### src/rtl/fifo_read_stream.sv
// Read-domain drain stage: issues FIFO reads under a 2-slot credit rule and presents a valid/ready stream.
// Optional delivered-word counter enabled by defining FIFO_READ_STREAM_COUNT_EN.
module fifo_read_stream #(
  parameter int DATA_WIDTH = 8,
  parameter int CNT_WIDTH  = 16
) (
  input  logic                  clk,
  input  logic                  rst_n,
  input  logic                  fifo_empty,
  output logic                  fifo_rd_en,
  input  logic [DATA_WIDTH-1:0] fifo_data,
  output logic                  m_valid,
  input  logic                  m_ready,
  output logic [DATA_WIDTH-1:0] m_data,
  output logic [CNT_WIDTH-1:0]  word_count
);

  typedef enum logic [1:0] {
    EMPTY = 2'd0,
    ONE   = 2'd1,
    TWO   = 2'd2
  } occ_e;

  occ_e                  state_q;
  logic                  inflight_q;
  logic                  run_q;
  logic                  valid_q;
  logic [DATA_WIDTH-1:0] head_q;
  logic [DATA_WIDTH-1:0] tail_q;

  logic       pop;
  logic [2:0] credit_sum;

  assign pop     = valid_q & m_ready;
  assign m_valid = valid_q;
  assign m_data  = head_q;

  // Words held plus the word landing next cycle, minus the one leaving now, must leave room.
  assign credit_sum = 3'(state_q) + 3'(inflight_q) - 3'(pop);
  assign fifo_rd_en = run_q & ~fifo_empty & (credit_sum < 3'd2);

  always_ff @(posedge clk or negedge rst_n) begin
    if (!rst_n) begin
      state_q    <= EMPTY;
      inflight_q <= 1'b0;
      run_q      <= 1'b0;
      valid_q    <= 1'b0;
      head_q     <= '0;
      tail_q     <= '0;
    end else begin
      run_q      <= 1'b1;
      inflight_q <= fifo_rd_en;
      case (state_q)
        EMPTY: begin
          if (inflight_q) begin
            state_q <= ONE;
            head_q  <= fifo_data;
            valid_q <= 1'b1;
          end
        end
        ONE: begin
          if (inflight_q && pop) begin
            head_q <= fifo_data;
          end else if (inflight_q) begin
            state_q <= TWO;
            tail_q  <= fifo_data;
          end else if (pop) begin
            state_q <= EMPTY;
            valid_q <= 1'b0;
          end
        end
        TWO: begin
          if (pop) begin
            head_q <= tail_q;
            if (inflight_q) begin
              tail_q <= fifo_data;
            end else begin
              state_q <= ONE;
            end
          end
        end
        default: begin
          state_q <= EMPTY;
          valid_q <= 1'b0;
        end
      endcase
    end
  end

`ifdef FIFO_READ_STREAM_COUNT_EN
  logic [CNT_WIDTH-1:0] count_q;

  always_ff @(posedge clk or negedge rst_n) begin
    if (!rst_n) begin
      count_q <= '0;
    end else if (pop) begin
      count_q <= count_q + CNT_WIDTH'(1);
    end
  end

  assign word_count = count_q;
`else
  assign word_count = '0;
`endif

endmodule

### config.mk
export PLATFORM = sky130hd
export DESIGN_NAME = fifo_read_stream
export DESIGN_NICKNAME = d
export VERILOG_FILES = /design/src/rtl/fifo_read_stream.sv
export SDC_FILE = /design/constraint.sdc
export NUM_CORES = 1
export LEC_CHECK = 0
export CORE_MARGIN = 3
export CORE_UTILIZATION = 41
export CTS_CLUSTER_SIZE = 20
export DETAILED_ROUTE_END_ITERATION = 8
export PLACE_DENSITY = 0.74
export SLEW_MARGIN = 10
export SYNTH_ARGS = -nofsm -noshare
export SYNTH_HDL_FRONTEND = slang
export SYNTH_SLANG_ARGS = --single-unit
### constraint.sdc
create_clock -name clk -period 1.9 [get_ports clk]
set_input_delay 0.38 -clock clk [delete_from_list [all_inputs] [get_ports clk]]
set_output_delay 0.38 -clock clk [all_outputs]
set_load 0.01 [all_outputs]
==> results.sh, run 1 <==
export IMPL_post_synth_top_count_cell="sky130_fd_sc_hd__nand2_1"
export IMPL_clock_skew_final_ps=5.44
export IMPL_global_route_usage_total=0.159
export IMPL_detailed_place_hpwl_mm=1.83
export IMPL_async_reset_ff_frac=1.00
export IMPL_place_port_buffers=21
export IMPL_crit_path_max_fanout=2
export IMPL_power_leakage_uw=0.000754
export IMPL_synthesis_area_um2=1230
export IMPL_finalNonFillerCells=170
export IMPL_wl_per_cell_um=14.4
export IMPL_regToRegSetupSlack_ps=220
export IMPL_period_needed_ps=2360
export IMPL_hold_buffers=0
export IMPL_overall_via_count_from_detail_route=815
export IMPL_rsz0062_at_grt="yes"
export IMPL_worstPathArrival_ps=1980
export IMPL_final_layout_size_suffix_gt1_frac=0.324
export IMPL_synth_enable_flop_cells=0
export IMPL_ir_worst_vdd_mv=0.647
export IMPL_n_antenna_cell=0
export IMPL_crit_reg2reg_capture="m_data[3]$_DFFE_PN0P_"
export IMPL_finalHoldViolations=0
export IMPL_clkLatencyLatePin_ps=320
export IMPL_cts_root_to_sink_buffers=2
export IMPL_h_tree_depth=1
export IMPL_fp_coreArea_um2=2810
export IMPL_clock_sink_count=21
export IMPL_antenna_found_initial=0
export IMPL_grt_overflow_total=0
export IMPL_synth_top_area_cell="sky130_fd_sc_hd__dfrtp_1"
export IMPL_vias_per_cell=4.79
export IMPL_path_clk_slew_ps=120
export IMPL_number_of_remaining_drc_errors=0
export IMPL_ctsRootBufferMaster="sky130_fd_sc_hd__clkbuf_4"
export IMPL_synth_top_cells_by_count="sky130_fd_sc_hd__nand2_1 (26), sky130_fd_sc_hd__dfrtp_1 (21), sky130_fd_sc_hd__buf_4 (17)"
export IMPL_wl_mm=2.46
export IMPL_endpoint_kind="output port"
export IMPL_synth_distinct_cells=26
export IMPL_crit_path_max_incr_delay_ps=530
export IMPL_report_final_slew_viol_count=0
export IMPL_startpoint="m_valid$_DFFE_PN0P_"
export IMPL_post_syn_instances=109
export IMPL_layout_area_seq_um2=527
export IMPL_floorplan_initialDensity=0.440
export IMPL_yosys_top_cells_area="sky130_fd_sc_hd__dfrtp_1 (43%), sky130_fd_sc_hd__mux2_4 (11%), sky130_fd_sc_hd__buf_4 (10%)"
export IMPL_synthFlopType="sky130_fd_sc_hd__dfrtp_1"
export IMPL_max_cap_violations=0
export IMPL_timing_critical_path_slowest_stage_cell="sky130_fd_sc_hd__fa_2"
export IMPL_pin_count=38
export IMPL_synth_warning_count=0
export IMPL_rows=19
export IMPL_critPathRequiredTime_ps=1520
export IMPL_drt_pass1_iter_count=4
export IMPL_globalplace_congestion=0.806
export IMPL_status="complete, but fails checks"
export IMPL_die_width_um=60.9
export IMPL_worst_r2r_startpoint="state_q[1]$_DFFE_PN0P_"
export IMPL_synth_largest_type_area_fraction=0.426
export IMPL_num_nets_final=154
export IMPL_area_growth_pct=23.1
export IMPL_die_h_um=60.9
export IMPL_critPathKind="register to output port"
export IMPL_fp_dieArea_um2=3700
export IMPL_min_period_over_period=1.24
export IMPL_cts_tree="yes"
export IMPL_drtAntennaViolNets=0
export IMPL_reg2reg_depth=6
export IMPL_worstHoldPathType="input pin to asynchronous set/reset pin"
export IMPL_numCtsBuffers=3
export IMPL_crit_path_frequent_cell="sky130_fd_sc_hd__nand2_2"
export IMPL_timing_critical_path_cells="nand2_4 -> ha_4 -> nand2_2 -> fa_2 -> nand2_2 -> nor3_4 -> buf_2"
export IMPL_grt_pass1_wl_mm=4.20
export IMPL_power_density_nw_per_um2=1250
export IMPL_post_place_cells=166
export IMPL_timing_final_ws_setup_ps=-458
export IMPL_avgSynthCellArea_um2=11.3
export IMPL_synth_seq_area_share=0.426
export IMPL_synth_ff_latch_count=21
export IMPL_critPathLaunchType="register"
export IMPL_layout_filler_cell_count=267
export IMPL_setup_violations=1
export IMPL_highest_clock_rate_ghz=0.424
export IMPL_power_after_layout_uw=1900
export IMPL_multi_input_area_um2=627
export IMPL_drtIter0Drc=11
export IMPL_failing_checks="setup timing"
export IMPL_first_global_vias=918
export IMPL_pin_count_of_the_biggest_net_entering_global_routing=22
## metal layers
metal | vias up | wire length (um) | global-route usage
met5 | - | 0 | 0
met4 | 0 | 36 | 0.0557
met3 | 5 | 129 | 0.0447
met2 | 24 | 1260 | 0.285
met1 | 397 | 1020 | 0.178
li1 | 389 | - | -
## metrics by stage
step                hold slack, ps  setup TNS (ps)  area [um2]  setup slack [ps]  utilization
CTS                            395            -480        1520              -480        0.541
global route                   403            -560        1520              -560        0.541
global placement               488           -1200        1500             -1020        0.533
finish                         394            -458        1520              -458        0.541
floorplan                     84.4           -92.9        1320             -92.9            -
detailed placement             495           -1730        1500             -1080        0.533
## where the power goes
group	switching, uW	total [uW]	internal [uW]
combinational	381	938	557
clock	147	226	78.9
sequential	104	738	634
## final cells by class
cell class,count,area share
Multi-Input combinational cell,81,0.413
Inverter,2,0.00494
Timing Repair Buffer,31,0.192
Clock inverter,1,0.00329
Tap cell,31,0.0255
Clock buffer,3,0.0148
Sequential cell,21,0.347
## worst max-delay path, delay by kind of cell, from the launching register on
family / cells / cell delay [ps]
flip-flops: 1 / 410
buffers and inverters: 1 / 160
adder cells (fa/ha/maj): 2 / 790
AND/OR/NAND/NOR: 4 / 300
## cell families after synthesis
group                    Yosys count  share of synthesized area
AND/OR/NAND/NOR                   35                      0.144
multiplexers                      16                      0.173
other                              2                    0.00609
AO/OA/AOI/OAI                     10                     0.0801
XOR/XNOR                           1                    0.00710
flip-flops                        21                      0.426
buffers and inverters             22                      0.137
adder cells (fa/ha/maj)            2                     0.0264
## state kept, by name (all words and copies together), names as in the netlist
register and cells:
inflight_q 1, m_data 8, m_valid 1, run_q 1
state_q 2, tail_q 8
## placed cells by master (no fill, tap or decap), types with 2 or more instances in the layout
master,n
sky130_fd_sc_hd__clkdlybuf4s50_1,19
sky130_fd_sc_hd__buf_4,9
sky130_fd_sc_hd__nand2_1,24
sky130_fd_sc_hd__nand2_2,2
sky130_fd_sc_hd__o21ai_0,2
sky130_fd_sc_hd__nand2_4,2
sky130_fd_sc_hd__nor2_1,2
sky130_fd_sc_hd__mux2_2,7
sky130_fd_sc_hd__inv_1,2
sky130_fd_sc_hd__a21oi_1,2
sky130_fd_sc_hd__conb_1,17
sky130_fd_sc_hd__clkbuf_4,3
sky130_fd_sc_hd__dfrtp_1,20
sky130_fd_sc_hd__mux2_4,9
## worst max path at each step
stage	slack, ps	endpoint
2_1_floorplan	-90	fifo_rd_en
3_3_place_gp	-1020	fifo_rd_en
3_5_place_dp	-1080	fifo_rd_en
4_1_cts	-480	fifo_rd_en
5_1_grt	-560	fifo_rd_en
6_report	-460	fifo_rd_en
## repair_timing
item | CTS | global route
hold endpoints to repair | 0 | 0
resized for setup | 6 | 0
setup buffers | 0 | 0
setup endpoints to repair | 1 | 1
cloned | 0 | 0
Note: power is estimated with default switching activity, not from simulation.
==> inputs of run 2 (changes only) <==
--- a/config.mk
+++ b/config.mk
@@ -10,6 +10,7 @@
 export CTS_CLUSTER_SIZE = 20
 export DETAILED_ROUTE_END_ITERATION = 8
 export PLACE_DENSITY = 0.74
+export REMOVE_ABC_BUFFERS = 1
 export SLEW_MARGIN = 10
 export SYNTH_ARGS = -nofsm -noshare
 export SYNTH_HDL_FRONTEND = slang
==> run 2 against run 1 <==
  * The flow still finishes with violations (setup timing)
  * Sequential cell count is the same
  * Global-route usage is 1.9 points lower
  * Sequential power barely moved
  * Sequential share of layout area fell by 0.22 points
  * Via count increased by 0.61%
  * Clock power is 6% lower
  * Clock skew down 1.4 ps
  * First-iteration DRC count increased to 4.2 times the previous value
  * Count of clock-buffer cells in the layout unchanged
  * Routed wire length fell by 7.0%
  * Critical endpoint unchanged
  * Largest cell class unchanged
  * Largest power group unchanged
  * Highest routed layer unchanged
==> results.sh, run 2 (synthesis gave the netlist of run 1 again) <==
export IMPL_report_final_slew_viol_count=0
export IMPL_wl_mm=2.28
export IMPL_vias_per_cell=4.71
export IMPL_whs_ps=401
export IMPL_layout_commonest_cell="sky130_fd_sc_hd__nand2_1"
export IMPL_layout_filler_cell_count=256
export IMPL_ctsRootBufferMaster="sky130_fd_sc_hd__clkbuf_4"
export IMPL_antenna_found_initial=0
export IMPL_number_of_remaining_drc_errors=0
export IMPL_rsz0062_at_grt="yes"
export IMPL_rows=19
export IMPL_hold_buffers=0
export IMPL_pin_count=38
export IMPL_critPathLaunchType="register"
export IMPL_critPathKind="register to output port"
export IMPL_area_growth_pct=23.6
export IMPL_pin_count_of_the_biggest_net_entering_global_routing=22
export IMPL_global_route_usage_total=0.140
export IMPL_min_period_over_period=1.23
export IMPL_regToRegSetupSlack_ps=140
export IMPL_overall_via_count_from_detail_route=820
export IMPL_fp_dieArea_um2=3700
export IMPL_power_leakage_uw=0.000766
export IMPL_critPathRequiredTime_ps=1520
export IMPL_final_layout_size_suffix_gt1_frac=0.336
export IMPL_ir_worst_vdd_mv=0.577
export IMPL_drt_pass1_iter_count=4
export IMPL_worstHoldPathType="input pin to asynchronous set/reset pin"
export IMPL_globalplace_congestion=0.856
export IMPL_wl_per_cell_um=13.1
export IMPL_first_global_vias=815
export IMPL_power_density_nw_per_um2=1230
export IMPL_finalHoldViolations=0
export IMPL_numCtsBuffers=3
export IMPL_layout_cells_most_common_list="sky130_fd_sc_hd__nand2_1 (25), sky130_fd_sc_hd__dfrtp_1 (21), sky130_fd_sc_hd__clkdlybuf4s50_1 (18)"
export IMPL_status="complete, but fails checks"
export IMPL_worst_r2r_startpoint="m_valid$_DFFE_PN0P_"
export IMPL_crit_path_max_fanout=2
export IMPL_clock_skew_final_ps=4.09
export IMPL_fp_coreArea_um2=2810
export IMPL_utilization=0.544
export IMPL_max_cap_violations=0
export IMPL_drtAntennaViolNets=0
export IMPL_crit_reg2reg_capture="inflight_q$_DFF_PN0_"
export IMPL_die_width_um=60.9
export IMPL_die_h_um=60.9
export IMPL_path_clk_slew_ps=110
export IMPL_failing_checks="setup timing"
export IMPL_cts_tree="yes"
export IMPL_highest_clock_rate_ghz=0.428
export IMPL_endpoint_kind="output port"
export IMPL_setup_total_negative_slack_ps=-435
export IMPL_final_cell_area_um2=1530
export IMPL_clock_sink_count=21
export IMPL_period_needed_ps=2340
export IMPL_floorplan_initialDensity=0.440
export IMPL_clkLatencyLatePin_ps=300
export IMPL_setup_violations=1
export IMPL_h_tree_depth=1
export IMPL_grt_overflow_total=0
export IMPL_worstPathArrival_ps=1960
export IMPL_drtIter0Drc=46
export IMPL_num_nets_final=158
export IMPL_place_port_buffers=21
export IMPL_detailed_place_area_um2=1460
export IMPL_n_antenna_cell=0
export IMPL_timing_final_ws_setup_ps=-435
export IMPL_grt_pass1_wl_mm=3.78
export IMPL_cts_root_to_sink_buffers=2
export IMPL_reg2reg_depth=8
export IMPL_detailed_place_hpwl_mm=1.68
run 2: worst max-delay path by stage:
stage	depth (start not counted)	end	start	slack, ps
floorplan	6	fifo_rd_en	m_valid$_DFFE_PN0P_	-330
global placement	8	fifo_rd_en	m_ready	-1090
detailed placement	8	fifo_rd_en	m_ready	-1130
CTS	7	fifo_rd_en	m_valid$_DFFE_PN0P_	-450
global route	7	fifo_rd_en	m_valid$_DFFE_PN0P_	-570
finish	7	fifo_rd_en	m_valid$_DFFE_PN0P_	-440
run 2: worst max-delay path, stage by stage, from the launching register on:
cell and delay [ps]:
sky130_fd_sc_hd__dfrtp_1 410, sky130_fd_sc_hd__nand2_4 70, sky130_fd_sc_hd__ha_4 260, sky130_fd_sc_hd__nand2_2 50, sky130_fd_sc_hd__fa_1 480, sky130_fd_sc_hd__nand2_1 60
sky130_fd_sc_hd__nor3_2 170, sky130_fd_sc_hd__buf_2 160
run 2: through the flow:
stage / total power, uW / std cells / worst slack [ps]
detailed placement: 1640 / 167 / -1130
CTS: 1900 / 176 / -454
finish: 1880 / 174 / -435
floorplan: 1230 / 104 / -328
global placement: 1600 / 167 / -1090
global route: 2010 / 174 / -570
run 2: cell type report:
| cell class | count | area (um2) | share of cell area |
|---|---|---|---|
| timing repair buffer | 35 | 308 | 0.202 |
| sequential | 21 | 526 | 0.345 |
| clock inverter | 1 | 5.00 | 0.00328 |
| tap | 31 | 38.8 | 0.0254 |
| clock buffer | 3 | 22.5 | 0.0148 |
| multi-input combinational | 81 | 618 | 0.405 |
| inverter | 2 | 7.51 | 0.00492 |
run 2: per-layer routing:
metal / part of all wire / up-vias / GRT usage
li1: - / 393 / -
met4: 0.010 / 0 / 0.0372
met2: 0.49 / 33 / 0.241
met1: 0.44 / 390 / 0.172
met3: 0.056 / 4 / 0.0383
met5: 0 / - / 0
run 2: power by group:
group / internal [uW] / switching, uW
registers: 633 / 107
clock network: 78.6 / 133
logic: 560 / 365
total: 1270 / 604
run 2: repair_timing:
item,CTS,global route
gates resized for setup,9,2
buffers inserted,5,0
hold endpoints to repair,0,0
endpoints found under the setup margin,1,2
pin swaps,2,0
==> inputs of run 3 (changes only) <==
--- a/config.mk
+++ b/config.mk
@@ -5,7 +5,7 @@
 export SDC_FILE = /design/constraint.sdc
 export NUM_CORES = 1
 export LEC_CHECK = 0
-export CORE_MARGIN = 3
+export CORE_MARGIN = 5
 export CORE_UTILIZATION = 41
 export CTS_CLUSTER_SIZE = 20
 export DETAILED_ROUTE_END_ITERATION = 8
==> run 3 against run 2 <==
  * The run still ends with setup timing left
  * Sequential power is 0.7% lower
  * Hold slack better by 11 ps
  * Final cell count is 0.57% lower
  * Setup slack better by 1.7 ps
  * Clock power hardly changed
  * Routed wire length is 1.9% lower
  * Largest cell class unchanged
  * Maximum frequency hardly changed
  * Highest routed layer unchanged
  * Power is 0.63% lower
  * Sequential share of layout area is 0.20 points higher
  * Non-clock buffer count is 3 lower
  * Design area is 0.57% lower
==> results.sh, run 3 (synthesis gave the netlist of run 1 again) <==
export IMPL_pin_count_of_the_biggest_net_entering_global_routing=22
export IMPL_whs_ps=411
export IMPL_die_width_um=64.9
export IMPL_first_global_vias=872
export IMPL_worst_r2r_startpoint="inflight_q$_DFF_PN0_"
export IMPL_num_nets_final=155
export IMPL_max_cap_violations=0
export IMPL_critPathRequiredTime_ps=1520
export IMPL_place_port_buffers=21
export IMPL_timing_final_ws_setup_ps=-434
export IMPL_top_layer_used_by_detailed_routing="met4"
export IMPL_share_clk_of_total_power=0.116
export IMPL_number_of_remaining_drc_errors=0
export IMPL_numCtsBuffers=3
export IMPL_post_place_cells=169
export IMPL_min_period_over_period=1.23
export IMPL_report_final_slew_viol_count=0
export IMPL_reg2reg_depth=6
export IMPL_fp_dieArea_um2=4210
export IMPL_power_leakage_uw=0.000758
export IMPL_final_layout_size_suffix_gt1_frac=0.307
export IMPL_timing_critical_path_slowest_stage_cell="sky130_fd_sc_hd__fa_1"
export IMPL_rows=20
export IMPL_power_density_nw_per_um2=1230
export IMPL_h_tree_depth=1
export IMPL_net_switching_power_uw=597
export IMPL_layout_cells_most_common_list="sky130_fd_sc_hd__nand2_1 (25), sky130_fd_sc_hd__dfrtp_1 (21), sky130_fd_sc_hd__clkdlybuf4s50_1 (19)"
export IMPL_fp_coreArea_um2=2980
export IMPL_swShare=0.320
export IMPL_worstPathArrival_ps=1950
export IMPL_regToRegSetupSlack_ps=280
export IMPL_p_comb_frac=0.491
export IMPL_antenna_found_initial=0
export IMPL_wl_mm=2.24
export IMPL_ctsRootBufferMaster="sky130_fd_sc_hd__clkbuf_4"
export IMPL_clock_sink_count=21
export IMPL_ir_worst_vdd_mv=0.599
export IMPL_detailed_place_hpwl_mm=1.70
export IMPL_crit_path_max_incr_delay_ps=480
export IMPL_worstHoldPathType="input pin to asynchronous set/reset pin"
export IMPL_cts_tree="yes"
export IMPL_rsz0062_at_grt="yes"
export IMPL_critPathKind="register to output port"
export IMPL_hold_buffers=0
export IMPL_grt_pass1_wl_mm=3.83
export IMPL_status="complete, but fails checks"
export IMPL_power_after_layout_uw=1860
export IMPL_dr_wl_met2_mm=1.11
export IMPL_floorplan_initialDensity=0.414
export IMPL_die_h_um=64.9
export IMPL_vias_per_cell=4.67
export IMPL_detailed_place_area_um2=1480
export IMPL_period_needed_ps=2330
export IMPL_drtAntennaViolNets=0
export IMPL_global_route_usage_total=0.117
export IMPL_layout_commonest_cell="sky130_fd_sc_hd__nand2_1"
export IMPL_overall_via_count_from_detail_route=808
export IMPL_cts_post_setup_buffers_inserted=0
export IMPL_drtIter0Drc=23
export IMPL_pwr_share_seq=0.394
export IMPL_pin_count=38
export IMPL_failing_checks="setup timing"
export IMPL_wirelength_met1_um=934
export IMPL_cts_root_to_sink_buffers=2
export IMPL_final_cell_area_um2=1520
export IMPL_path_clk_slew_ps=120
export IMPL_wl_per_cell_um=13.0
export IMPL_grt_overflow_total=0
export IMPL_n_antenna_cell=0
export IMPL_crit_path_max_fanout=2
export IMPL_endpoint_kind="output port"
export IMPL_cell_internal_pwr_uw=1270
export IMPL_area_growth_pct=22.9
export IMPL_timing_critical_path_cells="nand2_4 -> ha_4 -> nand2_2 -> fa_1 -> nand2_1 -> nor3_2 -> buf_2"
export IMPL_clock_skew_final_ps=0.728
export IMPL_finalHoldViolations=0
export IMPL_critPathLaunchType="register"
export IMPL_crit_reg2reg_capture="m_data[5]$_DFFE_PN0P_"
export IMPL_globalplace_congestion=0.803
export IMPL_route_met3_wl_um=168
export IMPL_clkLatencyLatePin_ps=300
export IMPL_setup_violations=1
export IMPL_finalNonFillerCells=173
export IMPL_drt_pass1_iter_count=3
export IMPL_highest_clock_rate_ghz=0.429
## run 3: critical path, delay by kind of cell (launching register included)
kind	cells	cell delay, ps
adders and majority gates	2	740
buffers and inverters	1	160
and+or+nand+nor	4	350
DFF	1	400
## run 3: repair_timing
item	CTS	global route
pin swaps	1	0
gates resized for setup	8	0
setup endpoints to repair	1	1
## run 3: final cells by class
| cell class | count | area, um2 |
|---|---|---|
| Fill cell | 286 | 1460 |
| Multi-Input combinational cell | 81 | 616 |
| Sequential cell | 21 | 526 |
| Timing Repair Buffer | 32 | 299 |
| Tap cell | 33 | 41.3 |
| Clock buffer | 3 | 22.5 |
| Inverter | 2 | 7.51 |
| Clock inverter | 1 | 5.00 |
## run 3: metrics by stage
stage / setup WS [ps] / setup TNS, ps / util
3_3_place_gp: -1080 / -1310 / 0.495
4_1_cts: -458 / -458 / 0.509
3_5_place_dp: -1100 / -1580 / 0.495
5_1_grt: -577 / -577 / 0.509
6_report: -434 / -434 / 0.509
2_1_floorplan: -328 / -423 / -
## run 3: power groups by stage
| stage | Sequential [uW] | Combinational, uW | Clock [uW] |
|---|---|---|---|
| 3_3_place_gp | 733 | 880 | 0 |
| 2_1_floorplan | 814 | 414 | 0 |
| 4_1_cts | 737 | 926 | 227 |
| 5_1_grt | 763 | 985 | 248 |
| 6_report | 734 | 914 | 215 |
| 3_5_place_dp | 745 | 902 | 0 |
## run 3: worst max path at each step
stage          slack [ps]         end                start
5_1_grt              -580  fifo_rd_en  m_valid$_DFFE_PN0P_
3_5_place_dp        -1100  fifo_rd_en              m_ready
6_report             -430  fifo_rd_en  m_valid$_DFFE_PN0P_
3_3_place_gp        -1080  fifo_rd_en              m_ready
4_1_cts              -460  fifo_rd_en  m_valid$_DFFE_PN0P_
2_1_floorplan        -330  fifo_rd_en  m_valid$_DFFE_PN0P_
## run 3: per-layer routing
| layer | global-route usage | vias to the layer above |
|---|---|---|
| li1 | - | 385 |
| met4 | 0.0396 | 0 |
| met2 | 0.212 | 29 |
| met3 | 0.0277 | 5 |
| met5 | 0 | - |
| met1 | 0.133 | 389 |
==> RTL edit 1 (settings of run 2) <==
The parameter `DATA_WIDTH` goes from 8 to 6.
--- a/src/rtl/fifo_read_stream.sv
+++ b/src/rtl/fifo_read_stream.sv
@@ -3,3 +3,3 @@
 module fifo_read_stream #(
-  parameter int DATA_WIDTH = 8,
+  parameter int DATA_WIDTH = 6,
   parameter int CNT_WIDTH  = 16
Interface: changed (resized fifo_data and m_data); port bits go from 38 to 34. The function was not compared with the original's and may differ.
==> RTL edit 1 against run 2 <==
Largest cell class unchanged; area after synthesis is 16% lower; the run still ends with setup timing left; hold slack better by 0.00092 ns; clock skew decreased by 0.0019 ns; global-route usage fell by 0.35 points; total power down 18%; sequential share of layout area fell by 0.69 points; count of clock-buffer cells in the layout unchanged; maximum frequency is 0.85% lower; setup slack got worse by 0.020 ns; synthesized cell count shrank 14%; final area shrank 17%; sequential cell count down 4; wire length shrank 14%.
==> RTL edit 1: results (changes against run 2) <==
Placement
The placer congestion estimate is 0.905 (+5.6%). The detailed placement HPWL is 1530 um (-9.1%). The number of buffers inserted by port buffering is 17 (-19%). The minimum setup slack after placement is -1.11 ns (+0.0213 ns).

The cell count after placement came to 143 (-14%).

Routing
The number of vias after detailed routing is 702 (-14%). The iteration-0 DRC count of the detailed router came to 11 (-76%). The per-cell routed wire length is 13.2 um (+0.47%). The total wirelength of the detailed-routed design is 1970 um (-14%).

Global routing
The global routing met1 resource utilization is 0.160 (-0.0122). The met2 usage in global routing is 0.227 (-0.0142). The wire length of the first global-routing pass is 3390 um (-10%). The met3 track demand over resource in global routing is 0.0534 (+0.0151). The via count of the first global-routing pass came to 726 (-11%). The maximum number of pins on one net before global-route repair is 18 (-18%).

The aggregate global-route resource usage is 0.136 (-0.00351).

Outcome
The final reports fail on setup timing. The flow ran to the end, but the final reports show violations.

Synthesis
Ranked by total cell area, the synthesized netlist is headed by sky130_fd_sc_hd__dfrtp_1 (41%), sky130_fd_sc_hd__buf_4 (12%), sky130_fd_sc_hd__mux2_4 (8.7%). The area share of the largest cell type after synthesis came to 0.412 (-0.0138). The share of the yosys chip area belonging to registers was 0.412 (-0.0138).

The mean instance size in the synthesized netlist is 11.0 um^2 (-3.0%). After synthesis, the most frequently instantiated cells are sky130_fd_sc_hd__nand2_1 (20), sky130_fd_sc_hd__buf_4 (17), sky130_fd_sc_hd__dfrtp_1 (17). The number of distinct standard cells referenced by the synthesized netlist came to 27 (+3.8%).

STA
The aggregate negative setup slack is -0.455 ns (-0.0201 ns). The final setup violation count is 1 (unchanged). The minimum setup slack in the final design is -0.455 ns (-0.0201 ns). The largest clock skew in the final design is 0.00215 ns (-0.00195 ns).

Pwr
The leakage power summed over all cells is 0.631 nW (-18%). The net switching power is 0.499 mW (-17%). The combinational power is 0.760 mW (-18%). The sequential share of power is 0.382 (-0.012).

The maximum VDD drop was 655 uV (+13%). The design internal power came to 1.03 mW (-19%).

Final layout
The proportion of layout cells with a drive suffix above 1 came to 0.322 (-0.0134). The number of fill cells was 227 (-11%). The number of antenna diodes came to 0 (unchanged).

The total number of nets in the final design is 134 (-15%).

Clocking
The clock-pin slew on the worst setup and hold paths is 0.09 ns (-0.02 ns). The post-cts repair resize count is 8 (-1). The count of buffers added by post-CTS timing repair for setup is 0 (-5). The clock tree buffer depth is 2 (unchanged). The clock insertion delay at the later pin of the skew report is 0.28 ns (-0.02 ns).

Setup path
The arrival time at the worst endpoint came to 1.98 ns (+0.02 ns).
[RTL edit 1: changes by cell type after synthesis, sizes merged]
cell	before	now
mux2	16	12
nand2	28	22
and2b	0	1
nor2b	2	1
buf	20	19
dfrtp	21	17
[RTL edit 1: worst paths after layout]
check	to	from	slack, ns	depth (start not counted)
setup reg to reg	inflight_q	m_valid	0.19	7
hold / removal	m_valid	rst_n	0.40	2
min in group clk	m_data[4]	m_data[4]	0.51	1
hold reg to reg	m_data[4]	m_data[4]	0.51	1
setup / recovery	fifo_rd_en	m_valid	-0.46	7
max in group asynchronous	run_q	rst_n	1.31	2
[RTL edit 1: metrics by stage]
stage | area (um^2) | util
3_5_place_dp | 1200 | 0.524
6_report | 1260 | 0.548
3_3_place_gp | 1200 | 0.524
2_1_floorplan | 938 | -
5_1_grt | 1260 | 0.548
4_1_cts | 1240 | 0.542
[RTL edit 1: cells by family after synthesis]
group | synth area share
adders and majority gates | 0.0315
other | 0.00728
buffers and inverters | 0.153
xor gates and xnor gates | 0.00849
muxes | 0.153
DFF | 0.412
and+or+nand+nor | 0.147
AOI/OAI and AO/OA | 0.0885
[RTL edit 1: final cells by class]
class | instances | area (um^2) | share of cell area
inverter | 2 | 7.51 | 0.00596
tap | 28 | 35.0 | 0.0278
sequential | 17 | 425 | 0.338
multi-input combinational | 71 | 526 | 0.417
clock inverter | 1 | 5.00 | 0.00397
timing repair buffer | 27 | 239 | 0.190
clock buffer | 3 | 22.5 | 0.0179
[RTL edit 1: critical path: cells and delay by family (launching register included)]
family	cells	cell delay (ns)
DFF	1	0.37
and+or+nand+nor	4	0.40
buffers and inverters	1	0.16
adders and majority gates	2	0.76
[RTL edit 1: layer usage]
metal,wire [um],vias to the layer above
met5,0,-
met3,181,4
li1,-,334
met4,44,0
met1,783,329
met2,956,35
==> RTL edit 2 (config.mk and constraints of run 2) <==
Made on the original files. The option `FIFO_READ_STREAM_COUNT_EN` is turned on by a define.
--- a/src/rtl/fifo_read_stream.sv
+++ b/src/rtl/fifo_read_stream.sv
@@ -2,2 +2,4 @@
 // Optional delivered-word counter enabled by defining FIFO_READ_STREAM_COUNT_EN.
+`define FIFO_READ_STREAM_COUNT_EN
+
 module fifo_read_stream #(
Formal check against the unedited RTL: not equivalent (Yosys sat finds a counterexample within 10 cycles, from zero or initial values and one cycle with rst_n low).
==> RTL edit 2 against run 2 <==
The run still ends with setup timing left; core utilization is 3.6 points higher; total power is 59% higher; synthesized cell count is 36% higher; largest power group is now registers; area after synthesis is 41% higher; combinational power is 32% higher; critical endpoint unchanged; hold slack worse by 0.27 ns; setup slack worse by 0.0090 ns; final area is 53% higher; sequential share of layout area is 5.2 points higher; wire length is 53% higher; register-to-register slack better by 0.15 ns; via count is 53% higher; sequential cell count is 16 higher.
==> RTL edit 2: results (changes against run 2) <==
Outcome
The run finished, with violations left. The final reports fail on setup timing.

Pwr
The leakage power summed over all cells is 1.08 nW (+41%).

Setup path
The register-to-register path setup slack was 0.29 ns (+0.15 ns). The depth of the worst register-to-register path is 6 (-2). In this run the critical register-to-register path is captured at tail_q[4].

STA
The largest clock skew in the final design is 0.00556 ns (+0.00146 ns). The final setup violation count came to 1 (unchanged). The minimum setup slack in the final design is -0.444 ns (-0.00905 ns).

Routing
The number of vias per cell is 4.94 (+4.8%). The iteration-0 DRC count of the detailed router is 90 (+96%). The total wirelength of the detailed-routed design is 3490 um (+53%).

Clocking
The clock-pin slew on the worst setup and hold paths was 0.07 ns (-0.04 ns). The clock insertion delay at the later pin of the skew report came to 0.28 ns (-0.02 ns). The number of levels in the clock H-tree was 2 (+1). The number of buffers created by CTS is 5 (+2).

Synthesis
Counting instances in the post-synthesis netlist gives the leading cell types as sky130_fd_sc_hd__dfrtp_1 (37), sky130_fd_sc_hd__nand2_1 (18), sky130_fd_sc_hd__nor2_1 (11). The share of the yosys chip area belonging to registers was 0.534 (+0.108). Sorting the synthesized cells by area gives the leading types as sky130_fd_sc_hd__dfrtp_1 (53%), sky130_fd_sc_hd__mux2_4 (6.9%), sky130_fd_sc_hd__xnor2_1 (5.0%). The area share of the largest cell type after synthesis is 0.534 (+0.108).

Final layout
The proportion of layout cells with a drive suffix above 1 came to 0.225 (-0.110). The total number of nets in the final design is 218 (+38%).

Placement
The detailed placement HPWL is 2610 um (+55%). The placement-stage cell area was 2230 um^2 (+53%). The placer congestion estimate is 0.780 (-8.9%). The number of buffers inserted by port buffering was 37 (+76%).

Global routing
The via count of the first global-routing pass came to 1305 (+60%). The aggregate global-route resource usage was 0.151 (+0.0110).
-- RTL edit 2: per-stage QoR --
stage	worst slack (ns)	TNS, ns	hold slack [ns]	util	cells
CTS	-0.479	-0.479	0.142	0.580	254
global route	-0.549	-0.549	0.156	0.580	254
global placement	-1.22	-2.55	0.441	0.553	245
floorplan	-0.449	-0.667	0.0844	-	143
detailed placement	-1.26	-2.87	0.449	0.553	245
finish	-0.444	-0.444	0.129	0.580	254
-- RTL edit 2: layout make-up --
class / instances / share of cell area
clock buffer: 6 / 0.0311
timing repair buffer: 53 / 0.205
inverter: 5 / 0.00911
multi-input combinational: 101 / 0.327
sequential: 37 / 0.396
tap: 50 / 0.0268
clock inverter: 2 / 0.00428
-- RTL edit 2: power breakdown --
group	internal, mW	switching [mW]
clock	0.254	0.259
sequential	1.04	0.201
combinational	0.713	0.506
-- RTL edit 2: per-layer routing --
metal / track usage / up-vias / wire length (um)
li1: - / 617 / -
met1: 0.182 / 598 / 1450
met2: 0.257 / 36 / 1850
met3: 0.0426 / 4 / 157
met4: 0.0543 / 0 / 41
met5: 0 / - / 0
-- RTL edit 2: worst max path at each step --
stage            start          to  slack (ns)  depth (start not counted)
6_report       m_valid  fifo_rd_en       -0.44                          8
5_1_grt        m_valid  fifo_rd_en       -0.55                          8
4_1_cts        m_valid  fifo_rd_en       -0.48                          8
3_5_place_dp   m_ready  fifo_rd_en       -1.26                          9
3_3_place_gp   m_ready  fifo_rd_en       -1.22                          9
2_1_floorplan  m_valid  fifo_rd_en       -0.45                          7
-- RTL edit 2: critical path, cell delays in order, from the launching register on --
cell                      delay (ns)
sky130_fd_sc_hd__dfrtp_1        0.34
sky130_fd_sc_hd__and2_4         0.16
sky130_fd_sc_hd__inv_4          0.04
sky130_fd_sc_hd__ha_4           0.25
sky130_fd_sc_hd__nand2_2        0.04
sky130_fd_sc_hd__fa_1           0.48
sky130_fd_sc_hd__nand2_1        0.06
sky130_fd_sc_hd__nor3_2         0.16
sky130_fd_sc_hd__buf_2          0.16
-- RTL edit 2: what timing repair did --
item,4_1_cts,5_1_grt
setup endpoints to repair,2,1
endpoints found under the hold margin,0,0
resized for setup,9,0
pin swaps,3,0
buffers inserted,1,0
-- RTL edit 2: cell families (layout without fill, tap and decap cells) --
logic type	after synthesis	in the layout	share of synthesized area
other	1	1	0.00216
muxes	9	9	0.0757
AOI/OAI and AO/OA	17	17	0.0750
adders and majority gates	3	3	0.0260
xor gates and xnor gates	16	16	0.0807
buffers and inverters	10	66	0.0389
DFF	37	37	0.534
and+or+nand+nor	55	55	0.168
